## src/rtl/gpio_sync_gen.sv

```systemverilog
`default_nettype none
// ============================================================================
//  Module   : gpio_sync_gen
//  Purpose  : Transmit side of the GPIO sync link. Produces a square sync
//             signal with a programmable period and high time, as a finite
//             burst or continuously, plus a one-cycle TRIG on every rising
//             edge of the sync signal for local chirp start.
//  Ports    : CLK        system clock (rising edge)
//             RSET       asynchronous active-low reset
//             EN         level enable, deassertion aborts a run
//             START      start request, honoured only while idle
//             STOP       graceful stop, the current period completes
//             PERIOD     sync period in CLK cycles (clamped to >= 2)
//             HIGH_T     high time in CLK cycles (clamped to 1..per-1)
//             NBURST     number of periods, 0 = continuous
//             SIG_OUT    square sync signal to the GPIO pad
//             TRIG       one-cycle pulse with every SIG_OUT rising edge
//             BUSY       high whenever the generator is not idle
//             DONE       one-cycle pulse on burst completion or stop
//             PULSE_CNT  completed periods since the last start
//  Revision : 1.0  initial release
// ============================================================================
module gpio_sync_gen #(
    parameter int CNT_W   = 16,
    parameter int BURST_W = 8
) (
    input  logic               CLK,
    input  logic               RSET,
    input  logic               EN,
    input  logic               START,
    input  logic               STOP,
    input  logic [CNT_W-1:0]   PERIOD,
    input  logic [CNT_W-1:0]   HIGH_T,
    input  logic [BURST_W-1:0] NBURST,
    output logic               SIG_OUT,
    output logic               TRIG,
    output logic               BUSY,
    output logic               DONE,
    output logic [BURST_W-1:0] PULSE_CNT
);

    localparam logic [1:0] S_IDLE = 2'd0;
    localparam logic [1:0] S_LOAD = 2'd1;
    localparam logic [1:0] S_HIGH = 2'd2;
    localparam logic [1:0] S_LOW  = 2'd3;

    localparam logic [CNT_W-1:0] c_ONE = CNT_W'(1);
    localparam logic [CNT_W-1:0] c_TWO = CNT_W'(2);

    logic [1:0]         r_state;
    logic               r_start;   // START captured while idle
    logic               r_stop;    // sticky graceful-stop request
    logic [CNT_W-1:0]   r_hi;      // latched high time
    logic [CNT_W-1:0]   r_lo;      // latched low time (per - hi)
    logic [BURST_W-1:0] r_nb;      // latched burst length
    logic [CNT_W-1:0]   r_cnt;     // phase counter, counts down to 1
    logic [BURST_W-1:0] r_pcnt;
    logic               r_sig;
    logic               r_trig;
    logic               r_busy;
    logic               r_done;

    logic [CNT_W-1:0]   w_per_clamp;
    logic [CNT_W-1:0]   w_hi_nz;
    logic [CNT_W-1:0]   w_hi_clamp;
    logic [1:0]         w_next;
    logic [CNT_W-1:0]   w_cnt;
    logic [BURST_W-1:0] w_pcnt;
    logic               w_stop;
    logic               w_load;
    logic               w_trig;
    logic               w_done;

    // Clamp the programmed shape so both phases last at least one cycle.
    assign w_per_clamp = (PERIOD < c_TWO) ? c_TWO : PERIOD;
    assign w_hi_nz     = (HIGH_T == '0) ? c_ONE : HIGH_T;
    assign w_hi_clamp  = (w_hi_nz >= w_per_clamp) ? (w_per_clamp - c_ONE) : w_hi_nz;

    always_comb begin
        w_next = r_state;
        w_cnt  = r_cnt;
        w_pcnt = r_pcnt;
        w_stop = r_stop;
        w_load = 1'b0;
        w_trig = 1'b0;
        w_done = 1'b0;
        case (r_state)
            S_IDLE: begin
                if (r_start) begin
                    w_next = S_LOAD;
                    w_pcnt = '0;
                end
            end
            S_LOAD: begin
                if (!EN) begin
                    w_next = S_IDLE;
                end else begin
                    w_load = 1'b1;
                    w_next = S_HIGH;
                    w_cnt  = w_hi_clamp;
                    w_stop = STOP;
                    w_trig = 1'b1;
                end
            end
            S_HIGH: begin
                if (!EN) begin
                    w_next = S_IDLE;
                end else begin
                    w_stop = r_stop | STOP;
                    if (r_cnt == c_ONE) begin
                        w_next = S_LOW;
                        w_cnt  = r_lo;
                    end else begin
                        w_cnt = r_cnt - c_ONE;
                    end
                end
            end
            S_LOW: begin
                if (!EN) begin
                    w_next = S_IDLE;
                end else begin
                    w_stop = r_stop | STOP;
                    if (r_cnt == c_ONE) begin
                        // Period complete: count it, then finish or rise again.
                        w_pcnt = r_pcnt + BURST_W'(1);
                        if (((r_nb != '0) && (w_pcnt == r_nb)) || w_stop) begin
                            w_next = S_IDLE;
                            w_done = 1'b1;
                        end else begin
                            w_next = S_HIGH;
                            w_cnt  = r_hi;
                            w_trig = 1'b1;
                        end
                    end else begin
                        w_cnt = r_cnt - c_ONE;
                    end
                end
            end
            default: begin
                w_next = S_IDLE;
            end
        endcase
    end

    always_ff @(posedge CLK or negedge RSET) begin
        if (!RSET) begin
            r_state <= S_IDLE;
            r_start <= 1'b0;
            r_stop  <= 1'b0;
            r_hi    <= '0;
            r_lo    <= '0;
            r_nb    <= '0;
            r_cnt   <= '0;
            r_pcnt  <= '0;
            r_sig   <= 1'b0;
            r_trig  <= 1'b0;
            r_busy  <= 1'b0;
            r_done  <= 1'b0;
        end else begin
            r_state <= w_next;
            // START only counts while idle; a request seen during a run is dropped.
            r_start <= START & EN & (r_state == S_IDLE);
            r_stop  <= w_stop;
            r_cnt   <= w_cnt;
            r_pcnt  <= w_pcnt;
            if (w_load) begin
                r_hi <= w_hi_clamp;
                r_lo <= w_per_clamp - w_hi_clamp;
                r_nb <= NBURST;
            end
            // Outputs are registered from the next state so they track it exactly.
            r_sig  <= (w_next == S_HIGH);
            r_trig <= w_trig;
            r_busy <= (w_next != S_IDLE);
            r_done <= w_done;
        end
    end

    assign SIG_OUT   = r_sig;
    assign TRIG      = r_trig;
    assign BUSY      = r_busy;
    assign DONE      = r_done;
    assign PULSE_CNT = r_pcnt;

endmodule
`default_nettype wire

```

## config.mk

```make
export PLATFORM = sky130hd
export DESIGN_NAME = gpio_sync_gen
export DESIGN_NICKNAME = d
export VERILOG_FILES = /design/src/rtl/gpio_sync_gen.sv
export SDC_FILE = /design/constraint.sdc
export NUM_CORES = 1
export LEC_CHECK = 0
export ABC_AREA = 1
export BUFFER_PORTS_ARGS = -buffer_cell sky130_fd_sc_hd__buf_2
export CAP_MARGIN = 20
export CORE_ASPECT_RATIO = 1.2
export CORE_UTILIZATION = 55
export CTS_CLUSTER_SIZE = 14
export DETAILED_ROUTE_END_ITERATION = 10
export PLACE_DENSITY = 0.81
export SLEW_MARGIN = 40
export SYNTH_ARGS = -nofsm -noshare
export SYNTH_HDL_FRONTEND = slang
export SYNTH_SLANG_ARGS = --single-unit
```

## constraint.sdc

```tcl
create_clock -name CLK -period 2.7 [get_ports CLK]
set_input_delay 0.135 -clock CLK [delete_from_list [all_inputs] [get_ports CLK]]
set_output_delay 0.135 -clock CLK [all_outputs]
set_load 0.05 [all_outputs]
```

==> key figures <==
Outcome
  • Outcome: finished with violations
  • Failing checks: setup timing

Worst setup path
  • Setup crit end kind: flop
  • CP max FO: 5
  • Crit path DAT: 4.16 ns
  • CP startpoint kind: input pin
  • Critical path type: input pin to flop
  • Critical path required time: 2.93 ns

Timing
  • Worst slew margin relative to its limit: 0.559
  • Slew Viols, Final: 0
  • Final Hold Fails: 0
  • RSZ-0062 raised after global routing: yes
  • Final setup violation count: 23
  • Worst-Margin Slew: 0.655 ns
  • Worst Skew: 0.00399 ns
  • Setup_tns: -13.34 ns
  • Period utilisation layout: 1.45
  • Setup ws final: -1.22 ns
  • Maximum clock frequency: 255 MHz
  • Min Tclk post-route: 3.92 ns

Synth
  • Combinational family with the most area after synthesis: simple AND/OR/NAND/NOR gates
  • Yosys warnings: 0
  • Area of the mapped netlist: 5520 sq um
  • Mux share of post-synthesis cell area: 0.00363
  • Seq cells post-synth: 72
  • Post-Synth XOR/XNOR Area: 0.0537
  • Synth Area in Simple Gates: 0.281
  • Post-Synthesis Cells: 790
  • Avg Cell Area, Syn: 6.98 sq um
  • Post-synthesis cell type count: 46
  • Post-synthesis sequential area ratio: 0.327
  • Adder-cell area share of the yosys netlist: 0.0762
  • Compound-cell area share of the yosys netlist: 0.160
  • Syn Nets: 868

Worst hold path
  • Hold crit path type: input pin to flop

Power
  • Pleak: 0.00401 uW
  • Power per Cell Area: 752 nW/um^2
  • VDD IR-drop max: 0.380 mV

CTS
  • Clk buf depth: 2
  • Reg clk slew, reported paths: 0.06 ns
  • CTS tree: built
  • Clk sink count: 72
  • Clock Latency Late Sink: 0.34 ns
  • CTS Buf Count: 9
  • Clock Tree Root: clkbuf_16
  • CTS H-Tree Depth: 3

Final layout
  • Area delta synth->final: 42.3%
  • # fillers: 470
  • N_diodes: 0
  • Commonest non-fill, non-tap cells in the layout: nand2_1, buf_4, o21ai_0
  • Final #Nets: 1,051
  • Fraction of layout instances using a drive strength above 1: 0.337
  • Most common cell after layout, fill and taps aside: nand2_1
  • Post-route cell area: 7850 sq um

Global routing
  • Initial antenna violation count: 0
  • First-pass GRT wire length: 30,500 um
  • Gr usage total: 0.374
  • Vias in the first global route: 6,435
  • Gr ovfl total: 0
  • Pin count of the biggest net entering global routing: 57

Routing
  • Antenna viol nets, final: 0
  • Starting DRT DRC Count: 1,033
  • Routed WL per cell: 20.5 um
  • First drt pass iteration count: 8
  • Total number of vias: 7,039
  • DRC: 0
  • Total length of routed wires: 22,600 um
  • Routed vias/inst: 6.39

Placed design
  • GPL Wtd Cong: 0.988
  • Port bufs: 56
  • Cell area after placement: 6790 sq um
  • Post-DP HPWL: 12,000 um

Floorplan
  • I/O pins: 57
  • Cell Rows: 39
  • Die area: 10,400 sq um
  • Die height: 112 um
  • Core area: 9610 sq um
  • Die width: 93.4 um
  • Starting Density: 0.574

Run
  • Max-cap viol count: 0
-- critical path, stage by stage --
cell and delay, ns:
buf_2 0.11, nor4_1 0.60, a41oi_2 0.27, ha_2 0.38, nand2_1 0.08, nor2_1 0.13
nand3_2 0.13, buf_6 0.16, nand3_4 0.13, buf_4 0.13, nand2_2 0.04, nand2_1 0.08
inv_2 0.07, ha_4 0.29, nand4_1 0.33, o221ai_4 0.33, a21oi_2 0.12, o21ai_2 0.22
nand2_1 0.11, nand2_1 0.08, nand2_1 0.06, nand3_1 0.09, nand2_1 0.06
-- per-layer routing --
metal  GRT usage  wire, um
met1       0.430      7390
met2       0.637     10400
met3      0.0601      2550
met4       0.245      2250
met5           0        19
-- flip-flops by register name, summed over array words and instances (netlist names) --
register and flops:
r_cnt 16, r_hi 16, r_lo 16, PULSE_CNT 8
r_nb 8, r_state 2, BUSY 1, DONE 1
SIG_OUT 1, TRIG 1, r_start 1, r_stop 1
-- through the flow --
stage	total power, uW	utilization	setup slack [ns]	hold WS, ns	cells
after floorplan	3340	-	-0.558	-0.161	790
after global placement	3970	0.706	-0.797	0.244	1044
after detailed placement	4110	0.706	-0.952	0.253	1044
after CTS	5490	0.791	-0.392	0.000243	1088
after global routing	6210	0.817	-1.64	0.0286	1101
final	5900	0.817	-1.22	0.0184	1101
-- layout make-up --
| class | instances | area [sq um] | share of cell area |
|---|---|---|---|
| Multi-Input combinational cell | 584 | 3630 | 0.463 |
| Sequential cell | 72 | 1800 | 0.229 |
| Timing Repair Buffer | 216 | 1610 | 0.205 |
| Inverter | 90 | 355 | 0.0452 |
| Clock buffer | 9 | 225 | 0.0287 |
| Tap cell | 123 | 154 | 0.0196 |
| Clock inverter | 7 | 72.6 | 0.00924 |
-- kinds of logic after synthesis --
kind of cell,count (synthesis)
AND/OR/NAND/NOR,360
adder cells (fa/ha/maj),33
XOR/XNOR,33
flip-flops,72
buffers and inverters,135
AO/OA/AOI/OAI,155
multiplexers,2
-- power by group --
group / total, uW / leakage, uW / switching, uW / internal, uW
registers: 1860 / 0.000911 / 349 / 1510
logic: 2840 / 0.00296 / 1730 / 1110
clock network: 1200 / 0.000141 / 485 / 714
total: 5900 / 0.00401 / 2560 / 3340
-- Yosys cell counts, drive strengths merged --
cell type / count / area (sq um)
a41oi: 1 / 8.76
o2bb2ai: 1 / 8.76
nor3: 14 / 80.1
xor2: 23 / 209
dfrtp: 72 / 1800
inv: 90 / 345
fa: 1 / 20.0
nor4: 9 / 56.3
buf: 4 / 43.8
xnor2: 10 / 87.6
a21boi: 1 / 7.51
o2111ai: 1 / 8.76
a21oi: 23 / 119
o31ai: 1 / 7.51
nand4: 17 / 113
clkbuf: 41 / 154
a31oi: 1 / 6.26
nand3: 39 / 205
ha: 32 / 400
a21o: 1 / 7.51
o22ai: 3 / 18.8
nand3b: 4 / 30.0
a32o: 4 / 40.0
o221ai: 6 / 52.6
a22o: 3 / 26.3
mux2i: 2 / 20.0
o211ai: 4 / 30.0
nor2: 52 / 208
o21ai: 104 / 536
and2: 1 / 6.26
nand2: 224 / 853
o21a: 1 / 7.51
-- path summary, 6_finish.rpt --
path,startpoint,to,slack [ns],cells past startpoint
worst max-delay path,HIGH_T[7],r_lo[14],-1.22,23
worst min-delay path,NBURST[1],r_nb[1],0.02,3
max in group asynchronous,RSET,r_lo[9],1.85,3
worst min register to register,r_lo[14],r_lo[14],0.48,2
worst max register to register,PULSE_CNT[0],r_cnt[3],0.09,13
min in group asynchronous,RSET,PULSE_CNT[6],0.28,2
-- what timing repair did --
action	in CTS	in global routing
hold buffers	1	0
pin swaps	24	47
buffers inserted	28	15
gates cloned	1	0
setup endpoints to repair	14	17
endpoints found under the hold margin	32	0
resized for setup	67	45
Note: power is estimated with default switching activity, not from simulation.
